<file path="config.mk">
export PLATFORM = sky130hd
export DESIGN_NAME = stick_shot_ctrl
export DESIGN_NICKNAME = d
export VERILOG_FILES = /design/src/rtl/stick_pkg.sv /design/src/rtl/stick_angle_ctrl.sv /design/src/rtl/stick_shot_ctrl.sv
export SDC_FILE = /design/constraint.sdc
export NUM_CORES = 1
export LEC_CHECK = 0
export CAP_MARGIN = 0
export CORE_AREA = 4 4 79 81
export DETAILED_ROUTE_END_ITERATION = 10
export DIE_AREA = 0 0 83 85
export GPL_TIMING_DRIVEN = 0
export HOLD_SLACK_MARGIN = 0.1
export PLACE_DENSITY = 0.91
export SYNTH_ARGS = -nofsm -noshare
export SYNTH_HDL_FRONTEND = slang
export SYNTH_SLANG_ARGS = --single-unit
</file>
<file path="constraint.sdc">
create_clock -name clk -period 5.7 [get_ports clk]
set_input_delay 0.855 -clock clk [delete_from_list [all_inputs] [get_ports clk]]
set_output_delay 0.855 -clock clk [all_outputs]
set_load 0.005 [all_outputs]
</file>
<file path="src/rtl/stick_pkg.sv">
// Shared types and constants for the cue stick shot sequencer.
package stick_pkg;

    localparam int ANGLE_W   = 10;
    localparam int POWER_W   = 7;
    localparam int MAX_ANGLE = 359;

    typedef enum logic [2:0] {
        ST_IDLE     = 3'd0,
        ST_AIM      = 3'd1,
        ST_CHARGE   = 3'd2,
        ST_RELEASE  = 3'd3,
        ST_COOLDOWN = 3'd4
    } stick_state_t;

endpackage

</file>
<file path="src/rtl/stick_angle_ctrl.sv">
// Registered aim angle: one +/- step per enabled cycle, wrapped modulo 360.
module stick_angle_ctrl
    import stick_pkg::*;
(
    input  logic               clk,
    input  logic               reset,
    input  logic               en,
    input  logic               rot_up,
    input  logic               rot_down,
    input  logic [ANGLE_W-1:0] step,
    output logic [ANGLE_W-1:0] angle
);

    localparam logic signed [ANGLE_W:0] FULL_TURN = (ANGLE_W+1)'(MAX_ANGLE + 1);

    logic signed [ANGLE_W:0] delta;
    logic signed [ANGLE_W:0] sum;
    logic signed [ANGLE_W:0] wrapped;

    // Step is always below a full turn, so a single add/subtract of 360 suffices.
    always_comb begin
        delta = '0;
        if (rot_up && !rot_down)
            delta = $signed({1'b0, step});
        else if (rot_down && !rot_up)
            delta = -$signed({1'b0, step});
        sum     = $signed({1'b0, angle}) + delta;
        wrapped = sum;
        if (sum[ANGLE_W])
            wrapped = sum + FULL_TURN;
        else if (sum >= FULL_TURN)
            wrapped = sum - FULL_TURN;
    end

    always_ff @(posedge clk) begin
        if (reset)
            angle <= '0;
        else if (en)
            angle <= wrapped[ANGLE_W-1:0];
    end

endmodule

</file>
<file path="src/rtl/stick_shot_ctrl.sv">
// Cue stick shot sequencer: aim, charge, release animation, single strike command.
// Optional STICK_FINE_AIM_EN adds a fine_aim input that drops the rotate step to 1 degree.
//
// state       | meaning
// IDLE        | stick hidden, waiting for game in play and balls at rest
// AIM         | rotate keys move the angle, space starts charging
// CHARGE      | pull_back grows while space is held
// RELEASE     | pull_back winds down, strike issued when it hits 0
// COOLDOWN    | waiting for balls to start moving after the strike
module stick_shot_ctrl
    import stick_pkg::*;
#(
    parameter int ANGLE_STEP      = 2,
    parameter int POWER_MAX       = 100,
    parameter int RELEASE_STEP    = 3,
    parameter int COOLDOWN_FRAMES = 8
) (
    input  logic               clk,
    input  logic               reset,
    input  logic               startOfFrame,
    input  logic               game_state,
    input  logic               no_moving_flag,
    input  logic               left_pressed,
    input  logic               right_pressed,
    input  logic               space_pressed,
`ifdef STICK_FINE_AIM_EN
    input  logic               fine_aim,
`endif
    output logic [ANGLE_W-1:0] angle,
    output logic [POWER_W-1:0] pull_back,
    output logic               stick_visible,
    output logic               strike,
    output logic [POWER_W-1:0] strike_power,
    output logic [ANGLE_W-1:0] strike_angle
);

    localparam logic [POWER_W:0]   POW_ONE   = (POWER_W+1)'(1);
    localparam logic [POWER_W:0]   POW_MAX8  = (POWER_W+1)'(POWER_MAX);
    localparam logic [POWER_W:0]   REL_STEP8 = (POWER_W+1)'(RELEASE_STEP);
    localparam logic [7:0]         CD_LOAD   = 8'(COOLDOWN_FRAMES - 1);
    localparam logic [ANGLE_W-1:0] STEP_DEF  = ANGLE_W'(ANGLE_STEP);

    stick_state_t       state, state_nxt;
    logic [POWER_W:0]   pow_up, pow_down;
    logic [POWER_W-1:0] pull_back_nxt, strike_power_nxt;
    logic [ANGLE_W-1:0] strike_angle_nxt, step;
    logic [7:0]         cd_cnt, cd_nxt;
    logic               cd_tc, strike_nxt, angle_en;

`ifdef STICK_FINE_AIM_EN
    assign step = fine_aim ? ANGLE_W'(1) : STEP_DEF;
`else
    assign step = STEP_DEF;
`endif

    always_comb begin
        pow_up = {1'b0, pull_back} + POW_ONE;
        if (pow_up > POW_MAX8)
            pow_up = POW_MAX8;
        pow_down = ({1'b0, pull_back} > REL_STEP8) ? ({1'b0, pull_back} - REL_STEP8) : '0;
    end

    assign cd_tc = (cd_cnt == '0);

    stick_angle_ctrl u_angle (
        .clk      (clk),
        .reset    (reset),
        .en       (angle_en),
        .rot_up   (left_pressed),
        .rot_down (right_pressed),
        .step     (step),
        .angle    (angle)
    );

    always_ff @(posedge clk) begin
        if (reset)
            state <= ST_IDLE;
        else
            state <= state_nxt;
    end

    always_comb begin
        state_nxt = state;
        if (startOfFrame) begin
            if (!game_state)
                state_nxt = ST_IDLE;
            else begin
                case (state)
                    ST_IDLE:     if (no_moving_flag) state_nxt = ST_AIM;
                    ST_AIM:      if (!no_moving_flag) state_nxt = ST_IDLE;
                                 else if (space_pressed) state_nxt = ST_CHARGE;
                    ST_CHARGE:   if (!space_pressed) state_nxt = ST_RELEASE;
                    ST_RELEASE:  if (pow_down == '0) state_nxt = ST_COOLDOWN;
                    ST_COOLDOWN: if (!no_moving_flag) state_nxt = ST_IDLE;
                                 else if (cd_tc) state_nxt = ST_AIM;
                    default:     state_nxt = ST_IDLE;
                endcase
            end
        end
    end

    // Abort on game_state drop takes precedence over the terminal release frame.
    always_comb begin
        pull_back_nxt    = pull_back;
        strike_power_nxt = strike_power;
        strike_angle_nxt = strike_angle;
        strike_nxt       = 1'b0;
        cd_nxt           = cd_cnt;
        angle_en         = 1'b0;
        if (startOfFrame) begin
            if (!game_state)
                pull_back_nxt = '0;
            else begin
                case (state)
                    ST_AIM: begin
                        angle_en = no_moving_flag;
                        if (no_moving_flag && space_pressed)
                            pull_back_nxt = POWER_W'(1);
                    end
                    ST_CHARGE: begin
                        if (space_pressed)
                            pull_back_nxt = pow_up[POWER_W-1:0];
                        else begin
                            strike_power_nxt = pull_back;
                            strike_angle_nxt = angle;
                        end
                    end
                    ST_RELEASE: begin
                        pull_back_nxt = pow_down[POWER_W-1:0];
                        if (pow_down == '0) begin
                            strike_nxt = 1'b1;
                            cd_nxt     = CD_LOAD;
                        end
                    end
                    ST_COOLDOWN: if (!cd_tc) cd_nxt = cd_cnt - 8'd1;
                    default: ;
                endcase
            end
        end
    end

    always_ff @(posedge clk) begin
        if (reset) begin
            pull_back     <= '0;
            strike_power  <= '0;
            strike_angle  <= '0;
            strike        <= 1'b0;
            stick_visible <= 1'b0;
            cd_cnt        <= '0;
        end else begin
            pull_back     <= pull_back_nxt;
            strike_power  <= strike_power_nxt;
            strike_angle  <= strike_angle_nxt;
            strike        <= strike_nxt;
            stick_visible <= (state_nxt == ST_AIM) || (state_nxt == ST_CHARGE) ||
                             (state_nxt == ST_RELEASE);
            cd_cnt        <= cd_nxt;
        end
    end

endmodule

</file>
# After elaboration in Yosys (flattened, before gate mapping)

Cells that the tools add are included.
Widths: inputs -> output; s select.

$add $sub $neg: 6
Magnitude comparators: 3
Equal/unequal tests: 12
Mux-type cells: 27
Bitwise logic cells: 4
Reduce and logical (&&, ||, !) cells: 15

Operators with widths:

| cell                   | count |
|---|---|
| $mux 7                 | 4 |
| $mux 3                 | 9 |
| $mux 8                 | 3 |
| $mux 11                | 2 |
| $pmux 7 s3             | 1 |
| $mux 10                | 2 |
| $logic_not 8->1        | 2 |
| $pmux 8 s2             | 1 |
| $pmux 3 s5             | 1 |
| $eq 3x2->1 const B     | 4 |
| $add 11x11->11         | 1 |
| $ge 11x10->1 const B   | 1 |
| $add 10x10->10 const B | 1 |
| $sub 10x10->10 const B | 1 |
| $add 7x1->8 const B    | 1 |
| $gt 8x7->1 const B     | 1 |
| $reduce_and 4->1       | 2 |
| $sub 7x2->8 const B    | 1 |
| $sub 8x1->8 const B    | 1 |
| $gt 7x2->1 const B     | 1 |
| $eq 3x1->1 const B     | 2 |
| $ne 3x3->1 const B     | 2 |
| $reduce_and 5->1       | 1 |
| $mux 1                 | 4 |
| 10 further kinds       | 18 |

Register bits: 47
Output and inout port bits: 36

# Depth between registers and ports, before layout

Gate-level depths: netlist of run 1.

Word-level depth: 10
Mapped depth: 16

# Hierarchy

Synthesis of run 1 repeated with hierarchy kept, for this count alone.

Cells, all modules: 465
Area total of the unflattened synthesis: 3,626.0 µm²

By module, submodules not included:

| module           | instances | cells an instance | area each (µm²) | seq. area each (µm²) |
|---|---|---|---|---|
| stick_shot_ctrl  | 1         | 284               | 2,102.0         | 740.7 |
| stick_angle_ctrl | 1         | 181               | 1,524.0         | 200.2 |

# Least setup slack after synthesis of run 1

OpenSTA, ideal clock, no wires.

Path kind: input -> register
From: input left_pressed
To: register u_angle.angle[8]
Setup time: 0.124 ns
Arrival time: 3.415 ns
Data required time: 5.576 ns
Slack: 2.161 ns
Stages on the path: 15
Path through: inv_1 > ha_1 > inv_1 > ha_1 > inv_1 > fa_1 > xnor2_1 > ha_1 > nand2_1 > o21ai_0 > nand2b_4 > o221a_4 > nor3_2 > mux2i_1 > a31oi_1

Word-level cells in the longest chain between the ends: 8
Elaborated cells on any way between the ends: 11
Those cells by class: 3 x add/sub; 1 x order compare; 4 x mux; 3 x reduce/logical

RTL lines:

| element                                               | line                                           | RTL |
|---|---|---|
| from (decl)                                           | stick_shot_ctrl.sv:23                          | `input logic left_pressed,` |
| $logic_not 1->1                                       | stick_angle_ctrl.sv:25                         | `else if (rot_down && !rot_up)` |
| $logic_and 1x1->1                                     | stick_angle_ctrl.sv:25                         |  |
| $mux 11                                               | stick_angle_ctrl.sv:25                         |  |
| $mux 11 (*)                                           | stick_angle_ctrl.sv:23                         | `if (rot_up && !rot_down)` |
| $add 11x11->11 (*)                                    | stick_angle_ctrl.sv:27                         | `sum = $signed({1'b0, angle}) + delta;` |
| $sub 10x10->10 / $ge 11x10->1 (equally long branches) | stick_angle_ctrl.sv:32, stick_angle_ctrl.sv:31 |  |
| $mux 10                                               | stick_angle_ctrl.sv:31                         | `else if (sum >= FULL_TURN)` |
| $mux 10 (*)                                           | stick_angle_ctrl.sv:29                         | `if (sum[ANGLE_W])` |
| to (signal assigned)                                  | stick_angle_ctrl.sv:39                         | `angle <= wrapped[ANGLE_W-1:0];` |
| to (decl)                                             | stick_angle_ctrl.sv:11                         | `output logic [ANGLE_W-1:0] angle` |

Every way passes the cells marked *; elsewhere a longest branch is shown, timed or not.
A chain may end at the register's enable or synchronous reset.

# Worst setup path in the final report of run 1

From: input right_pressed
To: register u_angle.angle[8]

Word-level cells in the longest chain between the ends: 7
Elaborated cells on any way between the ends: 11
Those cells by class: 3 x add/sub; 1 x order compare; 4 x mux; 3 x reduce/logical

RTL lines:

| element                                                     | line                                           | RTL |
|---|---|---|
| from (decl)                                                 | stick_shot_ctrl.sv:24                          | `input logic right_pressed,` |
| $logic_and 1x1->1 / $logic_not 1->1 (equally long branches) | stick_angle_ctrl.sv:25, stick_angle_ctrl.sv:23 |  |
| $mux 11 / $logic_and 1x1->1 (equally long branches)         | stick_angle_ctrl.sv:25, stick_angle_ctrl.sv:23 |  |
| $mux 11 (*)                                                 | stick_angle_ctrl.sv:23                         |  |
| $add 11x11->11 (*)                                          | stick_angle_ctrl.sv:27                         |  |
| $sub 10x10->10 / $ge 11x10->1 (equally long branches)       | stick_angle_ctrl.sv:32, stick_angle_ctrl.sv:31 |  |
| $mux 10                                                     | stick_angle_ctrl.sv:31                         |  |
| $mux 10 (*)                                                 | stick_angle_ctrl.sv:29                         |  |

Marks and branches as above.

==> reports/summary.log, run 1 <==
INFO  timing         timing.final.setup_violations=0
INFO  timing         maxSlewViolCount=0
INFO  final_layout   finish.cell_count_without_fillers=541
INFO  drt            detail_route.wirelength=8.49mm
INFO  setup_path     critical_path.reg2reg.endpoint=u_angle.angle[8]
INFO  setup_path     cp-start-kind=input pin
INFO  setup_path     critPathMaxFanout=10
INFO  setup_path     crit_slowest_cell=xnor2_1
INFO  global_route   grt_pass1_vias=3089
INFO  global_route   grt_busiest_layer=met2
INFO  clock_network  post_cts_resize_count=0
INFO  global_route   maximum_number_of_pins_on_one_net_before_global_route_repair=17
INFO  global_route   grt_use_total=23.5%
INFO  setup_path     cell_with_the_most_instances_on_the_worst_path=ha_1
INFO  hold_path      holdCritStartpoint=strike_power[5]
INFO  global_route   grt_antenna_before_repair=0
INFO  power          power_per_cell_area=162mW/mm^2
INFO  synth          async_reset_ff_share=0%
INFO  final_layout   n_antenna_cell=0
INFO  setup_path     rr_startpoint=u_angle.angle[1]
INFO  synth          post_synth_inst_count=420
INFO  setup_path     ff2ff_setup_slack=2580ps
INFO  timing         period_share=72.0%
INFO  power          ir_drop=0.0000969V
INFO  setup_path     worstPathCellList=clkdlybuf4s50_1 > ha_1 > inv_1 > fa_1 > xnor2_1 > ha_1 > nand2_1 > o21ai_0 > nand2b_4 > o221a_4 > nor3_2 > mux2i_1 > a31oi_1
INFO  placement      numPortBuffers=40
INFO  drt            via_per_inst=6.12
INFO  global_route   use_met1=28.8%
INFO  placement      gp_congestion=0.966
INFO  setup_path     worstRegToRegCells=12
INFO  clock_network  clkSlewWorstSetupHoldPaths=90ps
INFO  clock_network  tritoncts.num_buffers=5
INFO  timing         finalCriticalPeriod=4110ps
INFO  setup_path     critical_path_endpoint_category=register
INFO  synth          share_of_synthesized_cell_area_in_full_adder_half_adder_and_majority_cells=7.25%
INFO  final_layout   layout-area-overhead-vs-synth=18.3%
INFO  global_route   gr-usage-met2=41.8%
INFO  synth          yosysSeqAreaShare=28.1%
INFO  setup_path     delay_of_the_slowest_cell_on_the_worst_path=510ps
INFO  setup_path     worstSetupPathType=input pin to register
INFO  global_route   overflow=0
INFO  timing         worst_slew_margin_rel=51.4%
INFO  power          static-leakage-power=0.00139uW
INFO  timing         finalHoldViolations=0
INFO  clock_network  cts_buffer_depth=2
INFO  placement      dpl.cell_count=533
INFO  synth          yosys.cell_types.count=67
INFO  clock_network  cts_post_setup_buffers_inserted=0
INFO  synth          synth-edff-count=0
INFO  global_route   groute.layer.met3.usage=3.20%
INFO  clock_network  clk_root_buffer_cell=clkbuf_8
INFO  timing         rsz_0062_raised_after_global_routing=false
INFO  synth          synth_xor_xnor_area_share=5.15%
INFO  outcome        result_of_the_run=finished clean
INFO  floorplan      initial_utilization=58.6%
INFO  floorplan      placeableCoreArea=0.00547mm^2
INFO  timing         skew=9.12ps
INFO  floorplan      die_width=83um
INFO  clock_network  cts_hold_repair.buffers=0
INFO  clock_network  cts_sinks=45
INFO  timing         tightestPinTransition=724ps
INFO  synth          ys_seq_elements=45
INFO  clock_network  worstSkewPairLatency=300ps
INFO  drt            num_vias=3310
INFO  run            maxCapViolations=0
INFO  clock_network  h-tree-depth=2
INFO  floorplan      design.die.area=0.00706mm^2
INFO  final_layout   n_fill_cell=468
INFO  drt            postRouteAntennaNets=0
INFO  timing         finalSetupTns=0ps
INFO  timing         clock.fmax=244MHz
INFO  setup_path     cp.required=5900ps
INFO  synth          postSynthAreaPerCell=7.64um^2
INFO  drt            routedWlPerCell=15.7um
INFO  clock_network  cts_tree=done
INFO  synth          yosys.area_share.simple=27.1%
INFO  drt            drc=0
INFO  drt            drt-initial-drc-count=179
INFO  synth          main_combinational_cell_family_by_area_after_synthesis=simple AND/OR/NAND/NOR gates
INFO  drt            detailedRoute.firstPassIterationCount=5
INFO  floorplan      row_count=27
INFO  setup_path     worst_ep_arrival_time=4300ps
INFO  final_layout   final_nets=494
INFO  synth          synth.yosys.warnings=0
INFO  synth          synth_compound_area_share=25.7%
INFO  hold_path      hold_path.class=register to register
INFO  synth          muxShareOfSynthArea=0.936%
INFO  global_route   grt_pass1_wl=14.1mm
INFO  hold_path      worstHoldPathCells=2
INFO  placement      dpl.hpwl=6.40mm
INFO  synth          prevailing_post_synth_register_cell=dfxtp_1
INFO  final_layout   drive_above_1_share=7.46%
INFO  synth          synthesis.area=0.00321mm^2
INFO  hold_path      hold_end=strike_power[5]
INFO  floorplan      top_level_ports=44
INFO  floorplan      die_h=85um
## layout make-up
| cell class | instances | area (um^2) | share of cell area [%] |
|---|---|---|---|
| buffer | 24 | 110 | 2.90 |
| clock buffer | 5 | 68.8 | 1.81 |
| clock inverter | 3 | 25.0 | 0.659 |
| inverter | 19 | 71.3 | 1.88 |
| multi-input combinational | 333 | 2130 | 56.1 |
| sequential | 45 | 901 | 23.7 |
| tap | 72 | 90.1 | 2.37 |
| timing repair buffer | 40 | 400 | 10.5 |
## power breakdown
part | total (uW) | switching, uW | internal [uW]
registers | 319 | 2.63 | 316
logic | 88.4 | 55.2 | 33.2
clock network | 207 | 119 | 88.6
total | 614 | 176 | 438
## cells in the mapped netlist, drive strengths merged, types with 6 or more instances
master	n	area, um^2
and3	6	37.5
inv	19	71.3
xor2	9	86.3
clkbuf	17	63.8
nor3	23	135
and2	6	37.5
a211oi	7	62.6
ha	17	213
dfxtp	45	901
nand2	58	218
a21oi	37	185
buf	7	46.3
nand3	15	75.1
nor2	37	139
o21ai	23	119
xnor2	9	78.8
o21a	6	46.3
## registers in the layout, summed over array words and instances, names as in the netlist
register       cells
cd_cnt             8
pull_back          7
state              3
stick_visible      1
strike             1
strike_angle       9
strike_power       7
u_angle.angle      9
## logic make-up after synthesis
group                    after synthesis
flip-flops                            45
XOR/XNOR                              18
multiplexers                           3
AO/OA/AOI/OAI                        117
buffers and inverters                 43
other                                  1
adder cells (fa/ha/maj)               18
AND/OR/NAND/NOR                      175
## how the worst max path moves through the flow
stage	start	endpoint
floorplan	left_pressed	u_angle.angle[8]
global placement	right_pressed	u_angle.angle[8]
detailed placement	right_pressed	u_angle.angle[8]
CTS	right_pressed	u_angle.angle[8]
global route	right_pressed	u_angle.angle[9]
finish	right_pressed	u_angle.angle[8]
## metrics by stage
stage	util, %	setup WS [ps]	instance area [um^2]	hold WS, ps	power [uW]
5_1_grt	69.4	1280	3800	478	634
6_report	69.4	1590	3800	456	614
4_1_cts	69.4	1580	3800	459	613
3_5_place_dp	67.6	1270	3700	446	412
2_1_floorplan	-	2160	3210	453	387
3_3_place_gp	67.6	1400	3700	443	409
## worst max-delay path: cells and delay by family
kind / cells / cell delay [ps]
mux: 1 / 210
buf+inv: 2 / 650
simple gates: 3 / 310
xor+xnor: 1 / 510
fa+ha+maj: 3 / 1100
compound gates: 3 / 650
## metal layers
layer / vias to the layer above / part of all wire (%)
li1: 1611 / -
met1: 1545 / 42
met2: 131 / 50
met3: 23 / 5.6
met4: 0 / 2.5
met5: - / 0
## cell usage in the layout, fill, tap and decap left out, drive strengths merged, types with 7 or more instances in the layout
cell type,netlist,routed
buf,7,7
xor2,9,9
nor3,23,23
a21oi,37,37
dfxtp,45,45
nand3,15,15
ha,17,17
clkdlybuf4s50,0,40
xnor2,9,9
nor2,37,37
clkbuf,17,22
a211oi,7,7
nand2,58,58
o21ai,23,23
inv,19,20
Note: power is estimated with default switching activity, not from simulation.
==> inputs of run 2 (changes only) <==
--- a/config.mk
+++ b/config.mk
@@ -6,12 +6,12 @@
 export NUM_CORES = 1
 export LEC_CHECK = 0
 export CAP_MARGIN = 0
-export CORE_AREA = 4 4 79 81
+export CORE_AREA = 4 4 86 88
 export DETAILED_ROUTE_END_ITERATION = 10
-export DIE_AREA = 0 0 83 85
+export DIE_AREA = 0 0 90 92
 export GPL_TIMING_DRIVEN = 0
 export HOLD_SLACK_MARGIN = 0.1
-export PLACE_DENSITY = 0.91
+export PLACE_DENSITY = 0.81
 export SYNTH_ARGS = -nofsm -noshare
 export SYNTH_HDL_FRONTEND = slang
 export SYNTH_SLANG_ARGS = --single-unit
==> constraint.sdc (replaced) <==
create_clock -name clk -period 3.6 [get_ports clk]
set_input_delay 0.54 -clock clk [delete_from_list [all_inputs] [get_ports clk]]
set_output_delay 0.54 -clock clk [all_outputs]
set_load 0.005 [all_outputs]
==> reports/summary.log, run 2 (same netlist as run 1, synthesis figures left out) <==
INFO  outcome        result_of_the_run=finished clean [unchanged]
INFO  clock_network  clk_root_buffer_cell=clkbuf_8 [unchanged]
INFO  final_layout   mostFrequentLayoutCell=nand2_1 [unchanged]
INFO  setup_path     worst_ep_arrival_time=3590ps [was 4300 ps]
INFO  final_layout   layout.area.seq=901um^2 [unchanged]
INFO  clock_network  cts_buffer_depth=2 [unchanged]
INFO  floorplan      initial_utilization=48.3% [was 58.6%]
INFO  placement      numPortBuffers=40 [unchanged]
INFO  timing         worst_slew_margin_rel=47.7% [was 51.4%]
INFO  drt            detailedRoute.firstPassIterationCount=5 [unchanged]
INFO  hold_path      hold_path.class=register to register [unchanged]
INFO  clock_network  clkSlewWorstSetupHoldPaths=100ps [was 90 ps]
INFO  global_route   grt_pass1_vias=2907 [was 3089]
INFO  final_layout   final_area=0.00387mm^2 [was 0.00380 mm^2]
INFO  power          power=969uW [was 614 uW]
INFO  floorplan      placeableCoreArea=0.00664mm^2 [was 0.00547 mm^2]
INFO  floorplan      top_level_ports=44 [unchanged]
INFO  timing         skew=10.8ps [was 9.12 ps]
INFO  global_route   grt_antenna_before_repair=0 [unchanged]
INFO  timing         finalHoldViolations=0 [unchanged]
INFO  final_layout   layout-area-overhead-vs-synth=20.6% [was 18.3%]
INFO  drt            postRouteAntennaNets=0 [unchanged]
INFO  final_layout   drive_above_1_share=9.13% [was 7.46%]
INFO  timing         timing.final.setup_violations=0 [unchanged]
INFO  clock_network  tritoncts.num_buffers=5 [unchanged]
INFO  power          pwr-share-clk=33.2% [was 33.7%]
INFO  setup_path     cp.required=3790ps [was 5900 ps]
INFO  final_layout   final_nets=496 [was 494]
INFO  power          cell_internal_pwr=697uW [was 438 uW]
INFO  global_route   grt_pass1_wl=13.3mm [was 14.1 mm]
INFO  drt            via_per_inst=5.87 [was 6.12]
INFO  setup_path     critical_path_endpoint_category=register [unchanged]
INFO  clock_network  cts_sinks=45 [unchanged]
INFO  power          power_per_cell_area=250mW/mm^2 [was 162 mW/mm^2]
INFO  floorplan      die_width=90um [was 83 um]
INFO  placement      place_ws=-439ps [was 1270 ps]
INFO  drt            drt-initial-drc-count=266 [was 179]
INFO  drt            num_vias=3233 [was 3310]
INFO  placement      placed_cell_area=0.00371mm^2 [was 0.00370 mm^2]
INFO  power          power_frac_comb=14.8% [was 14.4%]
INFO  timing         clock.fmax=294MHz
INFO  timing         period_share=94.4%
INFO  power          ir_drop=0.000150V [was 0.0000969 V]
INFO  final_layout   multi_input_gate_area=0.00218mm^2 [was 0.00213 mm^2]
INFO  clock_network  cts_tree=done [unchanged]
INFO  setup_path     worstSetupPathType=input pin to register [unchanged]
INFO  drt            detail_route.wirelength=8.08mm [was 8.49 mm]
INFO  placement      dpl.hpwl=6.25mm [was 6.40 mm]
INFO  timing         finalSetupTns=0ps [unchanged]
INFO  clock_network  worstSkewPairLatency=300ps [about the same]
INFO  setup_path     cp-start-kind=input pin [unchanged]
INFO  final_layout   reg.largest.list=strike_angle: 9 flops, u_angle.angle: 9 flops, cd_cnt: 8 flops [unchanged]
INFO  global_route   overflow=0 [unchanged]
INFO  timing         maxSlewViolCount=0 [unchanged]
INFO  timing         setup_slack=203ps [was 1590 ps]
INFO  global_route   maximum_number_of_pins_on_one_net_before_global_route_repair=17 [unchanged]
INFO  setup_path     critPathMaxFanout=5 [was 10]
INFO  power          sequentialPowerShare=52.1% [was 51.9%]
INFO  timing         tightestPinTransition=777ps [was 724 ps]
INFO  final_layout   n_fill_cell=613 [was 468]
INFO  floorplan      design.die.area=0.00828mm^2 [was 0.00706 mm^2]
INFO  power          netSwitchingPower=272uW [was 176 uW]
INFO  final_layout   most-common-layout-cells=nand2_1, dfxtp_1, clkdlybuf4s50_1 [unchanged]
INFO  drt            routedWlPerCell=14.7um [was 15.7 um]
INFO  placement      gp_congestion=0.895 [was 0.966]
INFO  timing         finalCriticalPeriod=3400ps
INFO  run            maxCapViolations=0 [unchanged]
INFO  timing         rsz_0062_raised_after_global_routing=false [unchanged]
INFO  clock_network  cts_hold_repair.buffers=0 [unchanged]
INFO  drt            drc=0 [unchanged]
INFO  power          static-leakage-power=0.00141uW [was 0.00139 uW]
INFO  final_layout   n_antenna_cell=0 [unchanged]
INFO  floorplan      row_count=30 [was 27]
INFO  power          switching_portion_of_total_power=28.0% [was 28.7%]
INFO  floorplan      die_h=92um [was 85 um]
INFO  global_route   grt_use_total=18.9% [was 23.5%]
INFO  clock_network  h-tree-depth=2 [unchanged]
INFO  final_layout   finish.utilization=58.2% [was 69.4%]
-- run 2: power by group through the flow --
| stage | Sequential, uW | Clock, uW | Combinational, uW |
|---|---|---|---|
| 4_1_cts | 504 | 329 | 137 |
| 3_3_place_gp | 516 | 0 | 132 |
| 5_1_grt | 505 | 351 | 159 |
| 2_1_floorplan | 515 | 0 | 98.5 |
| 3_5_place_dp | 516 | 0 | 134 |
| 6_report | 505 | 321 | 143 |
-- run 2: metrics by stage --
| step | instances | hold slack [ps] |
|---|---|---|
| 4_1_cts | 549 | 462 |
| 3_5_place_dp | 541 | 449 |
| 5_1_grt | 551 | 488 |
| 3_3_place_gp | 541 | 443 |
| 6_report | 551 | 460 |
| 2_1_floorplan | 421 | 453 |
-- run 2: path summary, 6_finish.rpt --
| check | start | cells past startpoint | endpoint | slack, ps |
|---|---|---|---|---|
| worst max-delay path | left_pressed | 15 | u_angle.angle[8] | 200 |
| worst min-delay path | strike_power[2] | 2 | strike_power[2] | 460 |
| worst max register to register | u_angle.angle[1] | 11 | u_angle.angle[8] | 810 |
| worst min register to register | strike_power[2] | 2 | strike_power[2] | 460 |
-- run 2: what timing repair did --
item                                    CTS  global route
pin swaps                                 0             1
gates resized for setup                   3             5
setup buffers                             0             2
endpoints found under the setup margin    6             7
-- run 2: critical path, stage by stage --
cell and delay (ps):
clkdlybuf4s50_1 460, inv_1 40, ha_2 260, inv_1 50, ha_1 180, inv_1 70
fa_2 390, nand2b_1 210, a211oi_1 240, nand2b_1 230, xnor2_2 130, o221a_4 330
nor3_2 170, mux2i_1 200, a31oi_1 80
-- run 2: area by class of cell --
cell class / count / share of cell area [%]
sequential: 45 / 23.3
clock buffer: 5 / 1.78
clock inverter: 3 / 0.647
buffer: 24 / 2.85
multi-input combinational: 333 / 56.3
timing repair buffer: 42 / 10.7
inverter: 19 / 1.84
tap: 80 / 2.59
-- run 2: per-layer routing --
metal / share of wire (%) / wire (um) / GRT usage [%] / up-vias
li1: - / - / - / 1599
met1: 45 / 3600 / 23.5 / 1517
met2: 49 / 3980 / 33.0 / 103
met3: 4.4 / 356 / 2.46 / 14
met4: 1.8 / 143 / 7.40 / 0
met5: 0 / 0 / 0 / -
